### config.mk
export PLATFORM = sky130hd
export DESIGN_NAME = hazard_unit_flat
export DESIGN_NICKNAME = d
export VERILOG_FILES = /design/src/rtl/hazard_if.sv /design/src/rtl/hazard_unit.sv /design/src/flat_wrapper.sv
export SDC_FILE = /design/constraint.sdc
export NUM_CORES = 1
export LEC_CHECK = 0
export CAP_MARGIN = 20
export CORE_ASPECT_RATIO = 0.75
export CORE_MARGIN = 3
export CORE_UTILIZATION = 45
export DETAILED_ROUTE_END_ITERATION = 16
export GPL_TIMING_DRIVEN = 0
export PLACE_DENSITY = 0.81
export SETUP_SLACK_MARGIN = 0.4
export SLEW_MARGIN = 20
export SYNTH_ARGS = -nofsm -noshare
export SYNTH_HDL_FRONTEND = slang
export SYNTH_SLANG_ARGS = --single-unit
export TNS_END_PERCENT = 50
### constraint.sdc
create_clock -name clock -period 4.2 [get_ports clock]
set_input_delay 1.26 -clock clock [delete_from_list [all_inputs] [get_ports clock]]
set_output_delay 1.26 -clock clock [all_outputs]
set_load 0.02 [all_outputs]
### src/rtl/hazard_if.sv
// Pipeline-to-hazard-unit signal bundle: register ids and control in, stall/flush/forward selects out.
// The pipeline drives through the master modport; hazard_unit uses the slave modport.
interface hazard_if #(
    parameter int REG_ADDR_W = 5,
    parameter int CNT_W      = 32
);
    logic [REG_ADDR_W-1:0] RsD;
    logic [REG_ADDR_W-1:0] RtD;
    logic                  BranchD;
    logic [REG_ADDR_W-1:0] RsE;
    logic [REG_ADDR_W-1:0] RtE;
    logic [REG_ADDR_W-1:0] WriteRegE;
    logic                  RegWriteE;
    logic                  MemtoRegE;
    logic [REG_ADDR_W-1:0] WriteRegM;
    logic                  RegWriteM;
    logic                  MemtoRegM;
    logic [REG_ADDR_W-1:0] WriteRegW;
    logic                  RegWriteW;
    logic                  MemReqM;
    logic                  MemReadyM;

    logic                  StallF;
    logic                  StallD;
    logic                  StallE;
    logic                  StallM;
    logic                  FlushE;
    logic                  FlushW;
    logic                  ForwardAD;
    logic                  ForwardBD;
    logic [1:0]            ForwardAE;
    logic [1:0]            ForwardBE;
    logic                  mem_busy;
    logic                  mem_timeout;
    logic [CNT_W-1:0]      stall_cycles;
    logic [CNT_W-1:0]      flush_count;

    modport master (
        output RsD, RtD, BranchD, RsE, RtE, WriteRegE, RegWriteE, MemtoRegE,
               WriteRegM, RegWriteM, MemtoRegM, WriteRegW, RegWriteW, MemReqM, MemReadyM,
        input  StallF, StallD, StallE, StallM, FlushE, FlushW, ForwardAD, ForwardBD,
               ForwardAE, ForwardBE, mem_busy, mem_timeout, stall_cycles, flush_count
    );

    modport slave (
        input  RsD, RtD, BranchD, RsE, RtE, WriteRegE, RegWriteE, MemtoRegE,
               WriteRegM, RegWriteM, MemtoRegM, WriteRegW, RegWriteW, MemReqM, MemReadyM,
        output StallF, StallD, StallE, StallM, FlushE, FlushW, ForwardAD, ForwardBD,
               ForwardAE, ForwardBE, mem_busy, mem_timeout, stall_cycles, flush_count
    );
endinterface

### src/rtl/hazard_unit.sv
// Hazard detection, forwarding and variable-latency memory wait control for the five-stage pipeline.
// Define HAZARD_PERF_EN to build the stall_cycles / flush_count performance counters.
//
// state   | meaning
// IDLE    | no outstanding slow memory access
// WAIT    | data memory access in flight, pipeline frozen until MemReadyM
module hazard_unit #(
    parameter int REG_ADDR_W  = 5,
    parameter int MEM_TIMEOUT = 255,
    parameter int CNT_W       = 32
) (
    input  logic     clock,
    input  logic     reset,
    hazard_if.slave  hz
);
    localparam logic [REG_ADDR_W-1:0] ZERO_REG    = '0;
    localparam logic [CNT_W-1:0]      TIMEOUT_CNT = CNT_W'(MEM_TIMEOUT);

    typedef enum logic {
        ST_IDLE = 1'b0,
        ST_WAIT = 1'b1
    } mem_state_t;

    mem_state_t       state;
    mem_state_t       state_next;
    logic             memstall;
    logic [CNT_W-1:0] wait_cnt;
    logic [CNT_W-1:0] wait_cnt_next;
    logic             timeout_flag;

    logic       lwstall;
    logic       branchstall;
    logic       hit_e;
    logic       hit_m;
    logic [1:0] fwd_ae;
    logic [1:0] fwd_be;
    logic       fwd_ad;
    logic       fwd_bd;

    logic stall_f;
    logic stall_d;
    logic stall_e;
    logic stall_m;
    logic flush_e;
    logic flush_w;

    always_comb begin
        fwd_ae = 2'b00;
        if (hz.RsE != ZERO_REG && hz.RegWriteM && hz.WriteRegM == hz.RsE) begin
            fwd_ae = 2'b10;
        end else if (hz.RsE != ZERO_REG && hz.RegWriteW && hz.WriteRegW == hz.RsE) begin
            fwd_ae = 2'b01;
        end

        fwd_be = 2'b00;
        if (hz.RtE != ZERO_REG && hz.RegWriteM && hz.WriteRegM == hz.RtE) begin
            fwd_be = 2'b10;
        end else if (hz.RtE != ZERO_REG && hz.RegWriteW && hz.WriteRegW == hz.RtE) begin
            fwd_be = 2'b01;
        end

        fwd_ad = (hz.RsD != ZERO_REG) && hz.RegWriteM && (hz.WriteRegM == hz.RsD);
        fwd_bd = (hz.RtD != ZERO_REG) && hz.RegWriteM && (hz.WriteRegM == hz.RtD);
    end

    always_comb begin
        lwstall = hz.MemtoRegE && (hz.RtE != ZERO_REG) &&
                  ((hz.RtE == hz.RsD) || (hz.RtE == hz.RtD));
        hit_e = hz.RegWriteE &&
                (((hz.RsD != ZERO_REG) && (hz.RsD == hz.WriteRegE)) ||
                 ((hz.RtD != ZERO_REG) && (hz.RtD == hz.WriteRegE)));
        // Loads in M cannot be forwarded to the decode comparator, so they stall a branch.
        hit_m = hz.MemtoRegM &&
                (((hz.RsD != ZERO_REG) && (hz.RsD == hz.WriteRegM)) ||
                 ((hz.RtD != ZERO_REG) && (hz.RtD == hz.WriteRegM)));
        branchstall = hz.BranchD && (hit_e || hit_m);
    end

    always_ff @(posedge clock) begin
        if (reset) begin
            state <= ST_IDLE;
        end else begin
            state <= state_next;
        end
    end

    always_comb begin
        state_next = state;
        memstall   = 1'b0;
        case (state)
            ST_IDLE: begin
                if (hz.MemReqM && !hz.MemReadyM) begin
                    state_next = ST_WAIT;
                    memstall   = 1'b1;
                end
            end
            ST_WAIT: begin
                if (hz.MemReadyM) begin
                    state_next = ST_IDLE;
                end else begin
                    memstall = 1'b1;
                end
            end
            default: state_next = ST_IDLE;
        endcase
    end

    always_comb begin
        wait_cnt_next = wait_cnt;
        if (state == ST_IDLE && state_next == ST_WAIT) begin
            wait_cnt_next = '0;
        end else if (state == ST_WAIT && !hz.MemReadyM && wait_cnt != TIMEOUT_CNT) begin
            wait_cnt_next = wait_cnt + CNT_W'(1);
        end
    end

    // The watchdog only flags; the FSM keeps waiting for MemReadyM after a timeout.
    always_ff @(posedge clock) begin
        if (reset) begin
            wait_cnt     <= '0;
            timeout_flag <= 1'b0;
        end else begin
            wait_cnt <= wait_cnt_next;
            if (state == ST_WAIT && wait_cnt_next == TIMEOUT_CNT) begin
                timeout_flag <= 1'b1;
            end
        end
    end

    always_comb begin
        stall_f = 1'b0;
        stall_d = 1'b0;
        stall_e = 1'b0;
        stall_m = 1'b0;
        flush_e = 1'b0;
        flush_w = 1'b0;
        if (reset) begin
            flush_e = 1'b1;
            flush_w = 1'b1;
        end else if (memstall) begin
            stall_f = 1'b1;
            stall_d = 1'b1;
            stall_e = 1'b1;
            stall_m = 1'b1;
            flush_w = 1'b1;
        end else if (lwstall || branchstall) begin
            stall_f = 1'b1;
            stall_d = 1'b1;
            flush_e = 1'b1;
        end
    end

    assign hz.StallF      = stall_f;
    assign hz.StallD      = stall_d;
    assign hz.StallE      = stall_e;
    assign hz.StallM      = stall_m;
    assign hz.FlushE      = flush_e;
    assign hz.FlushW      = flush_w;
    assign hz.ForwardAE   = reset ? 2'b00 : fwd_ae;
    assign hz.ForwardBE   = reset ? 2'b00 : fwd_be;
    assign hz.ForwardAD   = !reset && fwd_ad;
    assign hz.ForwardBD   = !reset && fwd_bd;
    assign hz.mem_busy    = !reset && (state == ST_WAIT);
    assign hz.mem_timeout = timeout_flag;

`ifdef HAZARD_PERF_EN
    logic [CNT_W-1:0] stall_cnt;
    logic [CNT_W-1:0] flush_cnt;
    logic             hazard_flush;

    assign hazard_flush = !reset && !memstall && (lwstall || branchstall);

    always_ff @(posedge clock) begin
        if (reset) begin
            stall_cnt <= '0;
            flush_cnt <= '0;
        end else begin
            if (stall_f && stall_cnt != '1) begin
                stall_cnt <= stall_cnt + CNT_W'(1);
            end
            if (hazard_flush && flush_cnt != '1) begin
                flush_cnt <= flush_cnt + CNT_W'(1);
            end
        end
    end

    assign hz.stall_cycles = stall_cnt;
    assign hz.flush_count  = flush_cnt;
`else
    assign hz.stall_cycles = '0;
    assign hz.flush_count  = '0;
`endif

endmodule
### src/flat_wrapper.sv
// flat-port wrapper written by rule: the top's interface ports become plain ports
module hazard_unit_flat 
#(
    parameter int REG_ADDR_W  = 5,
    parameter int MEM_TIMEOUT = 255,
    parameter int CNT_W       = 32
)
  (clock, reset, hz_RsD, hz_RtD, hz_BranchD, hz_RsE, hz_RtE, hz_WriteRegE, hz_RegWriteE, hz_MemtoRegE, hz_WriteRegM, hz_RegWriteM, hz_MemtoRegM, hz_WriteRegW, hz_RegWriteW, hz_MemReqM, hz_MemReadyM, hz_StallF, hz_StallD, hz_StallE, hz_StallM, hz_FlushE, hz_FlushW, hz_ForwardAD, hz_ForwardBD, hz_ForwardAE, hz_ForwardBE, hz_mem_busy, hz_mem_timeout, hz_stall_cycles, hz_flush_count);
  hazard_if #(.REG_ADDR_W(REG_ADDR_W), .CNT_W(CNT_W)) hz_i ();
  input  logic clock;
  input  logic reset;
  input wire logic [$bits(hz_i.RsD)-1:0] hz_RsD;
  input wire logic [$bits(hz_i.RtD)-1:0] hz_RtD;
  input wire logic [$bits(hz_i.BranchD)-1:0] hz_BranchD;
  input wire logic [$bits(hz_i.RsE)-1:0] hz_RsE;
  input wire logic [$bits(hz_i.RtE)-1:0] hz_RtE;
  input wire logic [$bits(hz_i.WriteRegE)-1:0] hz_WriteRegE;
  input wire logic [$bits(hz_i.RegWriteE)-1:0] hz_RegWriteE;
  input wire logic [$bits(hz_i.MemtoRegE)-1:0] hz_MemtoRegE;
  input wire logic [$bits(hz_i.WriteRegM)-1:0] hz_WriteRegM;
  input wire logic [$bits(hz_i.RegWriteM)-1:0] hz_RegWriteM;
  input wire logic [$bits(hz_i.MemtoRegM)-1:0] hz_MemtoRegM;
  input wire logic [$bits(hz_i.WriteRegW)-1:0] hz_WriteRegW;
  input wire logic [$bits(hz_i.RegWriteW)-1:0] hz_RegWriteW;
  input wire logic [$bits(hz_i.MemReqM)-1:0] hz_MemReqM;
  input wire logic [$bits(hz_i.MemReadyM)-1:0] hz_MemReadyM;
  output wire logic [$bits(hz_i.StallF)-1:0] hz_StallF;
  output wire logic [$bits(hz_i.StallD)-1:0] hz_StallD;
  output wire logic [$bits(hz_i.StallE)-1:0] hz_StallE;
  output wire logic [$bits(hz_i.StallM)-1:0] hz_StallM;
  output wire logic [$bits(hz_i.FlushE)-1:0] hz_FlushE;
  output wire logic [$bits(hz_i.FlushW)-1:0] hz_FlushW;
  output wire logic [$bits(hz_i.ForwardAD)-1:0] hz_ForwardAD;
  output wire logic [$bits(hz_i.ForwardBD)-1:0] hz_ForwardBD;
  output wire logic [$bits(hz_i.ForwardAE)-1:0] hz_ForwardAE;
  output wire logic [$bits(hz_i.ForwardBE)-1:0] hz_ForwardBE;
  output wire logic [$bits(hz_i.mem_busy)-1:0] hz_mem_busy;
  output wire logic [$bits(hz_i.mem_timeout)-1:0] hz_mem_timeout;
  output wire logic [$bits(hz_i.stall_cycles)-1:0] hz_stall_cycles;
  output wire logic [$bits(hz_i.flush_count)-1:0] hz_flush_count;
  assign hz_i.RsD = hz_RsD;
  assign hz_i.RtD = hz_RtD;
  assign hz_i.BranchD = hz_BranchD;
  assign hz_i.RsE = hz_RsE;
  assign hz_i.RtE = hz_RtE;
  assign hz_i.WriteRegE = hz_WriteRegE;
  assign hz_i.RegWriteE = hz_RegWriteE;
  assign hz_i.MemtoRegE = hz_MemtoRegE;
  assign hz_i.WriteRegM = hz_WriteRegM;
  assign hz_i.RegWriteM = hz_RegWriteM;
  assign hz_i.MemtoRegM = hz_MemtoRegM;
  assign hz_i.WriteRegW = hz_WriteRegW;
  assign hz_i.RegWriteW = hz_RegWriteW;
  assign hz_i.MemReqM = hz_MemReqM;
  assign hz_i.MemReadyM = hz_MemReadyM;
  assign hz_StallF = hz_i.StallF;
  assign hz_StallD = hz_i.StallD;
  assign hz_StallE = hz_i.StallE;
  assign hz_StallM = hz_i.StallM;
  assign hz_FlushE = hz_i.FlushE;
  assign hz_FlushW = hz_i.FlushW;
  assign hz_ForwardAD = hz_i.ForwardAD;
  assign hz_ForwardBD = hz_i.ForwardBD;
  assign hz_ForwardAE = hz_i.ForwardAE;
  assign hz_ForwardBE = hz_i.ForwardBE;
  assign hz_mem_busy = hz_i.mem_busy;
  assign hz_mem_timeout = hz_i.mem_timeout;
  assign hz_stall_cycles = hz_i.stall_cycles;
  assign hz_flush_count = hz_i.flush_count;
  hazard_unit #(.REG_ADDR_W(REG_ADDR_W), .MEM_TIMEOUT(MEM_TIMEOUT), .CNT_W(CNT_W)) u_core (.clock(clock), .reset(reset), .hz(hz_i));
endmodule
==> impl_metrics.ini, run 1 <==
[status]
outcome = complete, no violations

[logic_synthesis]
synth_seq_cells = 34
syn_inst = 428
synthFlopType = dfxtp_1
syn_area_mm2 = 0.00328
syn_avg_cell_area_um2 = 7.67
async_reset_ff_share_pct = 0
synth_edf_count = 0
synth.distinct_cells = 51
ys_seq_area_share_pct = 20.7
yosys_warnings = 0

[sta]
tightest_slew_ps = 682
relSlewSlack_pct = 54.4
fmax_mhz = 242
period_share_pct = 98.3
rsz0062_at_grt = true
min_period_ps = 4130
finClkSkew_ps = 6.92
timing.final.max_slew_violations = 0
holdWs_ps = 464
worst_slack_ps = 70.8
hold_viol = 0
setup_viol = 0

[global_route]
grt_pass1_wl_um = 14200
grt-ovfl-total = 0
antenna_found_initial = 1
grt_max_degree = 11
grt_pass1_vias = 3051
track_usage_pct = 20.5

[place]
pre_cts_ws_ps = -755
io_buffers = 51
gp_congestion = 0.968
dp_cells = 640
placed_area_mm2 = 0.00421
dpl.hpwl_um = 6810

[final_layout]
drive_above_1_share_pct = 25.1
seq_area_um2 = 681
syn2layout_area_growth_pct = 34.9
final_cell_area_mm2 = 0.00443
final_nets = 603
fillers = 613
multi_input_area_mm2 = 0.00240
instances_no_fill = 656

[die]
core-area_mm2 = 0.00693
num_io_pins = 123
fp.dieW_um = 105
initial_utilization_pct = 47.3
die_h_um = 79.9
die_area_mm2 = 0.00836
row_count = 26

[drt]
dr.pass1.iters = 4
ant_nets = 0
vias = 3235
drt_iter0_drc = 153
route.detailed.drc = 0
route.detailed.vias_per_inst = 4.93
wl_um = 8800
wl_per_cell_um = 13.4

[min_path]
hp-class = flop to flop
worstHoldStart = u_core.hz.mem_timeout

[pwr]
power_density_mw_per_mm2 = 185
clockPowerShare_pct = 28.1
leakagePower_nw = 1.88
max-vdd-ir-drop_uv = 95.5
internal_power_uw = 558
combPwrFrac_pct = 32.2
p_sw_uw = 259
power_uw = 817
pwr-share-seq_pct = 39.8
switching_share_pct = 31.7

[setup_path]
critPathCaptureType = output pin
path_class = input port to output pin
slowest_delay_ps = 550
crit_family = simple AND/OR/NAND/NOR gates
cpMaxStageDelayCell = or4_4
worst_ep_required_time_ps = 2940
startpoint_type = input port
path_buf_inv = 3
critical_path.cell_chain = buf_8, or4_4, nor2_4, nor3_1, o21ai_1, nand2_1, a21oi_4, a21oi_4, buf_6, buf_6
r2r_start = u_core.wait_cnt[0]
crit_arrival_ps = 2870
cp-startpoint = hz_RsD[3]
critPathMaxFanout = 3

[clocking]
cts-root-buf = clkbuf_8
clkSinkCount = 34
clk_pin_slew_ps = 60
cts-buffers-inserted = 5
worstSkewPairLatency_ps = 290
htreeDepth = 2
cts_tree = yes
clock_path_buffers = 2

[flow_run]
maxCapViolCount = 0
-- state kept, by name (all words and copies together), names as in the netlist --
name and count:
u_core.wait_cnt 32, u_core.hz.mem_timeout 1, u_core.state 1
-- layer usage --
| layer | global-route usage, % | part of all wire [%] | up-vias |
|---|---|---|---|
| li1 | - | - | 1611 |
| met1 | 25.5 | 42 | 1476 |
| met2 | 36.0 | 49 | 135 |
| met3 | 4.37 | 7.6 | 13 |
| met4 | 5.90 | 1.6 | 0 |
| met5 | 0 | 0 | - |
-- placed cells by master, fill, tap and decap left out, types with 6 or more instances in the layout --
| master | netlist | routed |
|---|---|---|
| dlygate4sd2_1 | 0 | 11 |
| nor2b_1 | 8 | 8 |
| buf_2 | 1 | 7 |
| nand4_1 | 15 | 15 |
| nand2_1 | 24 | 24 |
| nor4_1 | 18 | 11 |
| clkbuf_1 | 20 | 16 |
| xor2_1 | 22 | 21 |
| clkbuf_2 | 0 | 6 |
| nand3_1 | 20 | 20 |
| buf_4 | 66 | 79 |
| clkdlybuf4s50_1 | 0 | 15 |
| dfxtp_1 | 34 | 34 |
| buf_6 | 1 | 6 |
| nor3_1 | 11 | 11 |
| xnor2_1 | 59 | 59 |
| conb_1 | 1 | 64 |
| nor2_1 | 46 | 41 |
| and3_1 | 6 | 6 |
| and2_1 | 7 | 7 |
-- final cells by class --
class | count | share of cell area [%]
Tap cell | 98 | 2.77
Antenna cell | 1 | 0.0565
Sequential cell | 34 | 15.4
Clock buffer | 7 | 1.72
Timing Repair Buffer | 59 | 11.8
Inverter | 4 | 0.339
Buffer | 88 | 13.7
Multi-Input combinational cell | 365 | 54.2
-- worst paths after layout --
path                                         endpoint  slack (ps)  depth (start not counted)
worst max-delay path                        hz_StallF          70                         10
worst min-delay path            u_core.hz.mem_timeout         460                          2
worst max register to register  u_core.hz.mem_timeout        1360                          9
worst min register to register  u_core.hz.mem_timeout         460                          2
-- synth_stat cells, types with 2 or more instances --
| cell type | n | share of area [%] |
|---|---|---|
| a31oi_1 | 5 | 0.95 |
| nor3b_1 | 3 | 0.69 |
| nand2_1 | 24 | 2.7 |
| or3_1 | 4 | 0.76 |
| nand3_1 | 20 | 3.1 |
| xor2_1 | 22 | 5.9 |
| a211oi_1 | 2 | 0.46 |
| inv_1 | 4 | 0.46 |
| nand3b_1 | 2 | 0.46 |
| and3_1 | 6 | 1.1 |
| buf_4 | 66 | 15 |
| nor3_1 | 11 | 1.7 |
| a21oi_1 | 4 | 0.61 |
| dfxtp_1 | 34 | 21 |
| mux2i_1 | 3 | 0.92 |
| o21ai_0 | 5 | 0.76 |
| nand4_1 | 15 | 2.9 |
| nor4_1 | 18 | 3.4 |
| xnor2_1 | 59 | 16 |
| and2_1 | 7 | 1.3 |
| nor2_1 | 46 | 5.3 |
| a311oi_1 | 2 | 0.53 |
| o31a_1 | 2 | 0.53 |
| and4_1 | 5 | 1.3 |
| or4_1 | 7 | 1.6 |
| nor2b_1 | 8 | 1.5 |
| clkbuf_1 | 20 | 2.3 |
-- per-stage QoR --
step	setup TNS, ps	utilization, %
floorplan	0	-
global placement	-4140	60.7
detailed placement	-3910	60.8
CTS	0	63.3
global route	-20.7	63.9
finish	0	63.9
-- kinds of logic after synthesis --
family                   count (synthesis)  synth area share, %
AO/OA/AOI/OAI                           29                 6.45
AND/OR/NAND/NOR                        186                 31.1
multiplexers                             4                 1.26
flip-flops                              34                 20.7
other                                    1                0.114
buffers and inverters                   92                 18.3
XOR/XNOR                                81                 21.6
adder cells (fa/ha/maj)                  1                0.381
-- what timing repair did --
| item | in CTS | in global routing |
|---|---|---|
| hold buffers | 0 | 0 |
| pin swaps | 18 | 3 |
| setup endpoints to repair | 14 | 14 |
| resized for setup | 135 | 17 |
| setup buffers | 8 | 0 |
-- worst reg2reg max path: stages, from the launching register on --
cell,delay [ps]
dfxtp_1,420
ha_1,250
nand2_1,200
or4_4,530
buf_6,160
o31ai_2,230
nand4_1,130
a2111oi_2,370
a31oi_1,160
o32ai_1,300
-- power by group through the flow --
stage	Clock, mW	Sequential, mW	Combinational (mW)
2_1_floorplan	0	0.332	0.177
3_3_place_gp	0	0.332	0.247
3_5_place_dp	0	0.332	0.249
4_1_cts	0.236	0.325	0.255
5_1_grt	0.247	0.325	0.282
6_report	0.229	0.325	0.263
Power figures use the tool's default switching activity.
==> run 2, diff against run 1 <==
--- a/config.mk
+++ b/config.mk
@@ -11,6 +11,7 @@
 export CORE_UTILIZATION = 45
 export DETAILED_ROUTE_END_ITERATION = 16
 export GPL_TIMING_DRIVEN = 0
+export HOLD_SLACK_MARGIN = 0.1
 export PLACE_DENSITY = 0.81
 export SETUP_SLACK_MARGIN = 0.4
 export SLEW_MARGIN = 20
==> results of run 2 <==
The final DEF is identical to that of run 1; final timing and power are the same.
